$ cat config.mk
export PLATFORM = sky130hd
export DESIGN_NAME = div_result_bcd
export DESIGN_NICKNAME = d
export VERILOG_FILES = /design/src/rtl/div_result_bcd.sv
export SDC_FILE = /design/constraint.sdc
export NUM_CORES = 1
export LEC_CHECK = 0
export ABC_AREA = 1
export CAP_MARGIN = 40
export CORE_MARGIN = 1
export CORE_UTILIZATION = 37
export CTS_CLUSTER_DIAMETER = 100
export CTS_CLUSTER_SIZE = 8
export DETAILED_ROUTE_END_ITERATION = 10
export PLACE_DENSITY = 0.71
export SLEW_MARGIN = 20
export SYNTH_ARGS = -nofsm -noshare
export SYNTH_HDL_FRONTEND = slang
export SYNTH_SLANG_ARGS = --single-unit
$ cat constraint.sdc
create_clock -name clock -period 4.4 [get_ports clock]
set_input_delay 0.88 -clock clock [delete_from_list [all_inputs] [get_ports clock]]
set_output_delay 0.88 -clock clock [all_outputs]
set_load 0.005 [all_outputs]
$ cat src/rtl/div_result_bcd.sv
// div_result_bcd
//   Captures the divider's 16-bit quotient and remainder on the rising edge of
//   done_in. It converts each value serially to packed BCD using shift-add-3
//   (double-dabble), then presents both digit sets with a valid/ready handshake.
//
// Ports
//   clock         system clock, rising edge
//   reset_n       synchronous, active-low reset
//   done_in       divider done level; only its rising edge triggers a capture
//   quotient_in   divider quotient, sampled at the capture edge only
//   remainder_in  divider remainder, sampled at the capture edge only
//   out_ready     consumer ready
//   out_valid     q_bcd/r_bcd hold a complete, new result
//   q_bcd         quotient in packed BCD, digit 0 in bits [3:0]
//   r_bcd         remainder in packed BCD
//   busy          conversion in progress (CONV_Q or CONV_R)
//   overrun       sticky; a done edge arrived while not IDLE and was dropped
//   state_dbg     current FSM state (IDLE=0, CONV_Q=1, CONV_R=2, VALID=3)
//
// Handshake: a result transfers on any rising edge where out_valid and
// out_ready are both high. While out_valid is high and out_ready is low,
// out_valid, q_bcd and r_bcd are held stable.
module div_result_bcd #(
  parameter int WIDTH  = 16,
  parameter int DIGITS = 5
) (
  input  logic                clock,
  input  logic                reset_n,
  input  logic                done_in,
  input  logic [WIDTH-1:0]    quotient_in,
  input  logic [WIDTH-1:0]    remainder_in,
  input  logic                out_ready,
  output logic                out_valid,
  output logic [4*DIGITS-1:0] q_bcd,
  output logic [4*DIGITS-1:0] r_bcd,
  output logic                busy,
  output logic                overrun,
  output logic [1:0]          state_dbg
);

  localparam int ACC_W = 4 * DIGITS;
  localparam int CNT_W = 5;

  typedef enum logic [1:0] {
    IDLE   = 2'd0,
    CONV_Q = 2'd1,
    CONV_R = 2'd2,
    VALID  = 2'd3
  } state_t;

  state_t             r_state;
  logic               r_done_prev;
  logic [WIDTH-1:0]   r_q_bin;
  logic [WIDTH-1:0]   r_r_bin;
  logic [ACC_W-1:0]   r_acc;
  logic [CNT_W-1:0]   r_cnt;
  logic               r_out_valid;
  logic [ACC_W-1:0]   r_q_bcd;
  logic [ACC_W-1:0]   r_r_bcd;
  logic               r_busy;
  logic               r_overrun;

  logic               w_done_rise;
  logic               w_shift_in;
  logic               w_last_iter;
  logic [ACC_W-1:0]   w_adj;
  logic [ACC_W-1:0]   w_acc_next;

  assign w_done_rise = done_in & ~r_done_prev;
  assign w_last_iter = (r_cnt == CNT_W'(WIDTH - 1));

  // The binary MSB fed into the accumulator comes from whichever value is
  // currently being converted.
  assign w_shift_in = (r_state == CONV_R) ? r_r_bin[WIDTH-1] : r_q_bin[WIDTH-1];

  // Add 3 to every digit that is 5 or more, so that after the left shift the
  // digit carries correctly into the next one. A digit is at most 9 here,
  // so the result stays at 12 or less and fits in the 4-bit digit.
  always_comb begin
    w_adj = r_acc;
    for (int k = 0; k < DIGITS; k++) begin
      if (r_acc[4*k +: 4] >= 4'd5) begin
        w_adj[4*k +: 4] = r_acc[4*k +: 4] + 4'd3;
      end
    end
  end

  assign w_acc_next = {w_adj[ACC_W-2:0], w_shift_in};

  always_ff @(posedge clock) begin
    if (!reset_n) begin
      r_state     <= IDLE;
      r_done_prev <= 1'b0;
      r_q_bin     <= '0;
      r_r_bin     <= '0;
      r_acc       <= '0;
      r_cnt       <= '0;
      r_out_valid <= 1'b0;
      r_q_bcd     <= '0;
      r_r_bcd     <= '0;
      r_busy      <= 1'b0;
      r_overrun   <= 1'b0;
    end else begin
      r_done_prev <= done_in;

      // A done edge is captured only in IDLE. In any other state it is
      // dropped and recorded. This includes VALID while the handshake is
      // completing on the same edge.
      if (w_done_rise && (r_state != IDLE)) begin
        r_overrun <= 1'b1;
      end

      case (r_state)
        IDLE: begin
          if (w_done_rise) begin
            r_q_bin <= quotient_in;
            r_r_bin <= remainder_in;
            r_acc   <= '0;
            r_cnt   <= '0;
            r_busy  <= 1'b1;
            r_state <= CONV_Q;
          end
        end

        CONV_Q: begin
          r_q_bin <= {r_q_bin[WIDTH-2:0], 1'b0};
          if (w_last_iter) begin
            r_q_bcd <= w_acc_next;
            r_acc   <= '0;
            r_cnt   <= '0;
            r_state <= CONV_R;
          end else begin
            r_acc <= w_acc_next;
            r_cnt <= r_cnt + 1'b1;
          end
        end

        CONV_R: begin
          r_r_bin <= {r_r_bin[WIDTH-2:0], 1'b0};
          if (w_last_iter) begin
            r_r_bcd     <= w_acc_next;
            r_acc       <= '0;
            r_cnt       <= '0;
            r_busy      <= 1'b0;
            r_out_valid <= 1'b1;
            r_state     <= VALID;
          end else begin
            r_acc <= w_acc_next;
            r_cnt <= r_cnt + 1'b1;
          end
        end

        VALID: begin
          if (out_ready) begin
            r_out_valid <= 1'b0;
            r_state     <= IDLE;
          end
        end

        default: r_state <= IDLE;
      endcase
    end
  end

  assign out_valid = r_out_valid;
  assign q_bcd     = r_q_bcd;
  assign r_bcd     = r_r_bcd;
  assign busy      = r_busy;
  assign overrun   = r_overrun;
  assign state_dbg = r_state;

endmodule

==> impl_metrics.py, run 1 <==
metrics = {
    "sta": {
        "whs_ps": 457,
        "setup_ws_ps": 1790,
        "slew_violations": 0,
        "skew_ps": 6.08,
        "setup_tns_ps": 0,
        "rsz0062_at_grt": "false",
        "tightestPinTransition_ps": 725,
        "period_needed_ps": 2610,
        "maxSlewHeadroom_pct": 51.7,
        "final_hold_viol_count": 0,
        "period_share_pct": 59.3,
        "setup_viol": 0,
        "fmax_ghz": 0.384,
    },
    "outcome": {
        "status": "completed",
    },
    "synthesis": {
        "syn_area_sq_um": 4760,
        "synth.mux.area_fraction_pct": 0,
        "syn_avg_cell_area_sq_um": 7.00,
        "ys_seq_area_share_pct": 43.3,
        "synth_xor_area_share_pct": 0.184,
        "ys_seq_elements": 103,
        "yosys.area_share.adder_pct": 4.21,
        "yosys_warnings": 0,
        "synth_top_family_by_area": "simple AND/OR/NAND/NOR gates",
        "syn-num-nets": 732,
        "synthSimpleGateAreaFrac_pct": 29.7,
        "syn_inst": 680,
        "synth_cell_types": 28,
        "synth_compound_area_share_pct": 14.5,
    },
    "route": {
        "vias_per_cell": 4.68,
        "vias": 4298,
        "postRouteAntennaNets": 0,
        "finalWirelength_microns": 10400,
        "wl_per_cell_microns": 11.3,
        "drt_iter0_drc": 205,
        "drc": 0,
        "first_pass_iters": 5,
    },
    "global_route": {
        "grt_pass1_vias": 3820,
        "grt_overflow": 0,
        "grt_max_degree": 56,
        "grt_usage_pct": 16.9,
        "grt_pass1_wl_microns": 17900,
        "antenna_found_initial": 0,
    },
    "floorplanning": {
        "ios": 81,
        "die_area_sq_um": 13300,
        "initial_core_util_pct": 37.9,
        "die_w_microns": 115,
        "die_h_microns": 115,
        "core_area_sq_um": 12600,
        "num_rows": 41,
    },
    "setup_path": {
        "cp-end-kind": "flop",
        "cp-start-kind": "flop",
        "critPathTopFamily": "compound AO/OA/AOI/OAI gates",
        "critical_path_class": "flop to flop",
        "crit_chain": "inv_1, ha_1, inv_2, o21ai_2, inv_4, nand2_1, a21oi_1",
        "crit_path_max_fanout": 18,
        "crit_slowest_cell": "ha_1",
        "critPathBufInv": 3,
        "cp.required_ps": 4620,
        "critPathMaxStageDelay_ps": 640,
        "cp.arrival_ps": 2830,
    },
    "pwr": {
        "pwr-share-comb_pct": 29.9,
        "switchingPower_uw": 971,
        "p_int_uw": 1780,
        "p_leak_uw": 0.00235,
        "seq_power_share_pct": 41.0,
        "power_density_nw_per_um2": 465,
        "swShare_pct": 35.3,
        "totalPowerFinal_uw": 2750,
        "peakVddDrop_v": 0.000372,
        "power_frac_clock_pct": 29.1,
    },
    "placed_design": {
        "dp_hpwl_microns": 6940,
        "pre_cts_ws_ps": 1670,
        "port_buffers": 80,
        "place_congestion": 0.816,
    },
    "finish": {
        "drive_above_1_share_pct": 5.76,
        "areaGrowthSynthToFinish_pct": 24.2,
        "num_antenna_cells": 0,
        "final_nets": 793,
    },
    "clock_network": {
        "htreeDepth": 3,
        "clk_latency_ps": 340,
        "clk_pin_slew_ps": 70,
        "cts_setup_buffers": 0,
        "cts_tree": "done",
        "cts-root-buf": "clkbuf_16",
        "cts.sinks": 103,
        "ctsHoldBuffers": 0,
        "cts_buffer_depth": 2,
        "cts-resized-gates": 0,
        "numCtsBuffers": 9,
    },
    "job": {
        "maxCapViolCount": 0,
    },
    "worst_hold_path": {
        "min_path_type": "flop to flop",
    },
}
-- power by group through the flow --
stage | clock (uW) | combinational (uW) | sequential, uW
5_1_grt | 868 | 926 | 1150
6_report | 801 | 821 | 1130
3_3_place_gp | 0 | 798 | 1150
2_1_floorplan | 0 | 668 | 1130
3_5_place_dp | 0 | 803 | 1150
4_1_cts | 821 | 804 | 1130
-- layout by cell type (no fill, tap or decap), types with 2 or more instances in the layout --
cell type,n
a21boi_0,4
a21oi_1,52
a31oi_1,15
buf_4,2
clkbuf_16,9
clkdlybuf4s50_1,80
clkinv_4,3
dfxtp_1,103
ha_1,16
inv_1,41
inv_2,5
nand2_1,227
nand2_2,4
nand3_1,15
nand4_1,10
nor2_1,78
nor2_2,11
o21a_1,2
o21ai_0,48
o21ai_1,8
-- routing by layer --
| layer | up-vias | wire length [microns] | GRT usage, % | part of all wire (%) |
|---|---|---|---|---|
| met5 | - | 0 | 0 | 0 |
| met4 | 0 | 123 | 5.45 | 1.2 |
| met3 | 8 | 434 | 3.09 | 4.2 |
| met2 | 89 | 4770 | 28.1 | 46 |
| met1 | 1905 | 5070 | 22.2 | 49 |
| li1 | 2296 | - | - | - |
-- path summary, 6_finish.rpt --
| check | start | end | slack, ps | cells past startpoint |
|---|---|---|---|---|
| worst max register to register | state_dbg[1]$_SDFFE_PN0P_ | r_q_bin[0]$_SDFFE_PN0P_ | 1790 | 7 |
| worst min-delay path | busy$_SDFFE_PN0P_ | busy$_SDFFE_PN0P_ | 460 | 2 |
| worst max-delay path | state_dbg[1]$_SDFFE_PN0P_ | r_q_bin[0]$_SDFFE_PN0P_ | 1790 | 7 |
| worst min register to register | busy$_SDFFE_PN0P_ | busy$_SDFFE_PN0P_ | 460 | 2 |
-- Yosys cell counts --
library cell	number	area, sq um
buf_1	1	3.75
buf_6	4	45.0
o21ai_2	1	8.76
a31oi_1	15	93.8
nor3_1	1	5.00
nand3_1	15	75.1
o21a_1	2	15.0
nor2_1	78	293
dfxtp_1	103	2060
nor2_2	11	68.8
nand4_1	10	62.6
clkinv_1	1	3.75
nand3_4	1	17.5
inv_4	1	6.26
inv_2	5	18.8
a21oi_1	52	260
nor3_4	1	16.3
nand2_2	4	25.0
inv_1	41	154
xor2_1	1	8.76
clkbuf_1	11	41.3
o21ai_0	48	240
buf_4	9	67.6
buf_2	9	45.0
o21ai_1	8	40.0
nand2_1	227	852
ha_1	16	200
a21boi_0	4	30.0
-- state kept, by name, summed over array words and instances, names as in the netlist --
signal and cells:
out_valid 1, state_dbg 2, r_r_bin 16, busy 1, r_acc 20, r_done_prev 1
r_cnt 5, q_bcd 20, r_bcd 20, overrun 1, r_q_bin 16
-- final cells by class --
class	instances	area [sq um]
fillers	1289	6660
clock inverters	6	70.1
clock buffers	10	229
multi-input cells	495	2310
flip-flops and latches	103	2060
well taps	172	215
repair buffers	84	842
inverters	48	183
-- per-stage QoR --
stage | std cells | cell area (sq um) | utilization (%)
floorplan | 680 | 4760 | -
global placement | 900 | 5590 | 44.5
detailed placement | 900 | 5590 | 44.5
CTS | 916 | 5890 | 46.8
global route | 918 | 5910 | 47.0
finish | 918 | 5910 | 47.0
-- kinds of logic after synthesis --
kind of cell / after synthesis
compound gates: 130
xor+xnor: 1
fa+ha+maj: 16
buf+inv: 82
flops: 103
simple gates: 348
-- tightest hold or removal path, delay by kind of cell (launching register included) --
family	cells	cell delay (ps)
AO/OA/AOI/OAI	1	50
flip-flops	1	310
AND/OR/NAND/NOR	1	60
Note: power is estimated with default switching activity, not from simulation.
==> run 2: changes to the inputs <==
- clock period: 4.4 -> 2.4 ns (I/O delays scaled with it)
==> impl_metrics.py, run 2 (synthesized netlist as in run 1, its figures left out) <==
metrics = {
    "finish": {
        "final_cell_mix": "nand2_1 (227), dfxtp_1 (103), clkdlybuf4s50_1 (80), nor2_1 (78), a21oi_1 (52)",
        "drive_above_1_share_pct": 6.65,
        "layout_commonest_cell": "nand2_1",
        "final_nets": 800,
        "areaGrowthSynthToFinish_pct": 24.8,
        "fin_cells": 924,
        "num_antenna_cells": 0,
    },
    "setup_path": {
        "critPathMaxStageDelay_ps": 470,
        "cp-end-kind": "flop",
        "reg2reg_slack_ps": 520,
        "crit_chain": "inv_1, ha_1, clkinv_1, buf_4, nand2_1, a31oi_1",
        "critPathLaunch": "state_dbg[0]$_SDFFE_PN0P_",
        "crit_path_max_fanout": 12,
        "cp-start-kind": "flop",
        "critical_path_class": "flop to flop",
        "rr_endpoint": "r_r_bin[7]$_SDFFE_PN0P_",
        "timing.rr.start": "state_dbg[0]$_SDFFE_PN0P_",
        "crit_slowest_cell": "ha_1",
        "worstRegToRegCells": 6,
        "cp.required_ps": 2610,
        "cp.arrival_ps": 2090,
    },
    "clock_network": {
        "cts_tree": "done",
        "clk_pin_slew_ps": 70,
        "cts_setup_buffers": 0,
        "cts_buffer_depth": 2,
        "cts-resized-gates": 0,
        "cts.sinks": 103,
        "clk_latency_ps": 340,
        "cts-root-buf": "clkbuf_16",
        "htreeDepth": 3,
        "numCtsBuffers": 9,
        "ctsHoldBuffers": 0,
    },
    "sta": {
        "setup_viol": 0,
        "final_hold_viol_count": 0,
        "setup_ws_ps": 522,
        "maxSlewHeadroom_pct": 68.3,
        "tightestPinTransition_ps": 475,
        "slew_violations": 0,
        "period_share_pct": 78.3,
        "period_needed_ps": 1880,
        "skew_ps": 6.92,
        "rsz0062_at_grt": "false",
        "setup_tns_ps": 0,
        "fmax_ghz": 0.532,
    },
    "job": {
        "maxCapViolCount": 0,
    },
    "global_route": {
        "grt_overflow": 0,
        "grt_pass1_wl_microns": 17800,
        "antenna_found_initial": 0,
        "grt_max_degree": 49,
        "grt_usage_pct": 16.8,
        "grt_pass1_vias": 4024,
    },
    "pwr": {
        "power_density_nw_per_um2": 837,
        "totalPowerFinal_uw": 4970,
        "peakVddDrop_v": 0.000704,
        "p_leak_uw": 0.00235,
    },
    "floorplanning": {
        "ios": 81,
        "die_w_microns": 115,
        "die_h_microns": 115,
        "initial_core_util_pct": 37.9,
        "num_rows": 41,
        "core_area_sq_um": 12600,
        "die_area_sq_um": 13300,
    },
    "placed_design": {
        "pre_cts_ws_ps": 449,
        "place_congestion": 0.815,
        "port_buffers": 80,
        "dp_hpwl_microns": 7080,
        "dp_cells": 909,
    },
    "worst_hold_path": {
        "hold_path_depth": 2,
        "min_path_type": "flop to flop",
        "holdPathEnd": "r_q_bin[0]$_SDFFE_PN0P_",
        "hp-start": "r_q_bin[0]$_SDFFE_PN0P_",
    },
    "route": {
        "first_pass_iters": 4,
        "wl_per_cell_microns": 11.3,
        "finalWirelength_microns": 10500,
        "vias": 4335,
        "drt_iter0_drc": 236,
        "vias_per_cell": 4.69,
        "postRouteAntennaNets": 0,
        "drc": 0,
    },
    "outcome": {
        "status": "completed",
    },
}
==> run 2: worst max path at each step <==
| stage | end | slack [ps] | cells past startpoint |
|---|---|---|---|
| 2_1_floorplan | r_q_bin[3]$_SDFFE_PN0P_ | 880 | 7 |
| 3_3_place_gp | r_r_bin[15]$_SDFFE_PN0P_ | 520 | 6 |
| 3_5_place_dp | r_r_bin[5]$_SDFFE_PN0P_ | 450 | 5 |
| 4_1_cts | r_r_bin[15]$_SDFFE_PN0P_ | 510 | 6 |
| 5_1_grt | r_r_bin[15]$_SDFFE_PN0P_ | 320 | 6 |
| 6_report | r_r_bin[7]$_SDFFE_PN0P_ | 520 | 6 |
==> run 2: layer usage <==
metal | up-vias | track usage, % | part of all wire [%]
met2 | 65 | 29.3 | 47
met3 | 12 | 1.88 | 2.2
li1 | 2304 | - | -
met1 | 1954 | 21.1 | 50
met5 | - | 0 | 0
met4 | 0 | 7.01 | 1.7
==> run 2: stage by stage <==
| stage | instance area [sq um] | util, % | hold WS [ps] |
|---|---|---|---|
| after floorplan | 4760 | - | 439 |
| after global placement | 5670 | 45.1 | 453 |
| after detailed placement | 5670 | 45.1 | 457 |
| after CTS | 5940 | 47.3 | 467 |
| after global routing | 5940 | 47.3 | 481 |
| final | 5940 | 47.3 | 463 |
==> run 2: critical path: cells and delay by family, from the launching register on <==
family	cells	cell delay (ps)
buf+inv	3	770
simple gates	1	70
fa+ha+maj	1	470
flops	1	360
compound gates	1	80
==> run 2: area by class of cell <==
class / count / area [sq um]
multi-input cells: 495 / 2310
clock buffers: 9 / 225
fillers: 1279 / 6630
well taps: 172 / 215
clock inverters: 6 / 47.5
flip-flops and latches: 103 / 2060
inverters: 48 / 183
repair buffers: 91 / 896
==> run 2: report_power, final <==
part	internal, uW	switching (uW)	leakage [uW]
combinational	529	1000	0.00140
sequential	1940	127	0.000837
clock	704	671	0.000120
total	3170	1800	0.00235
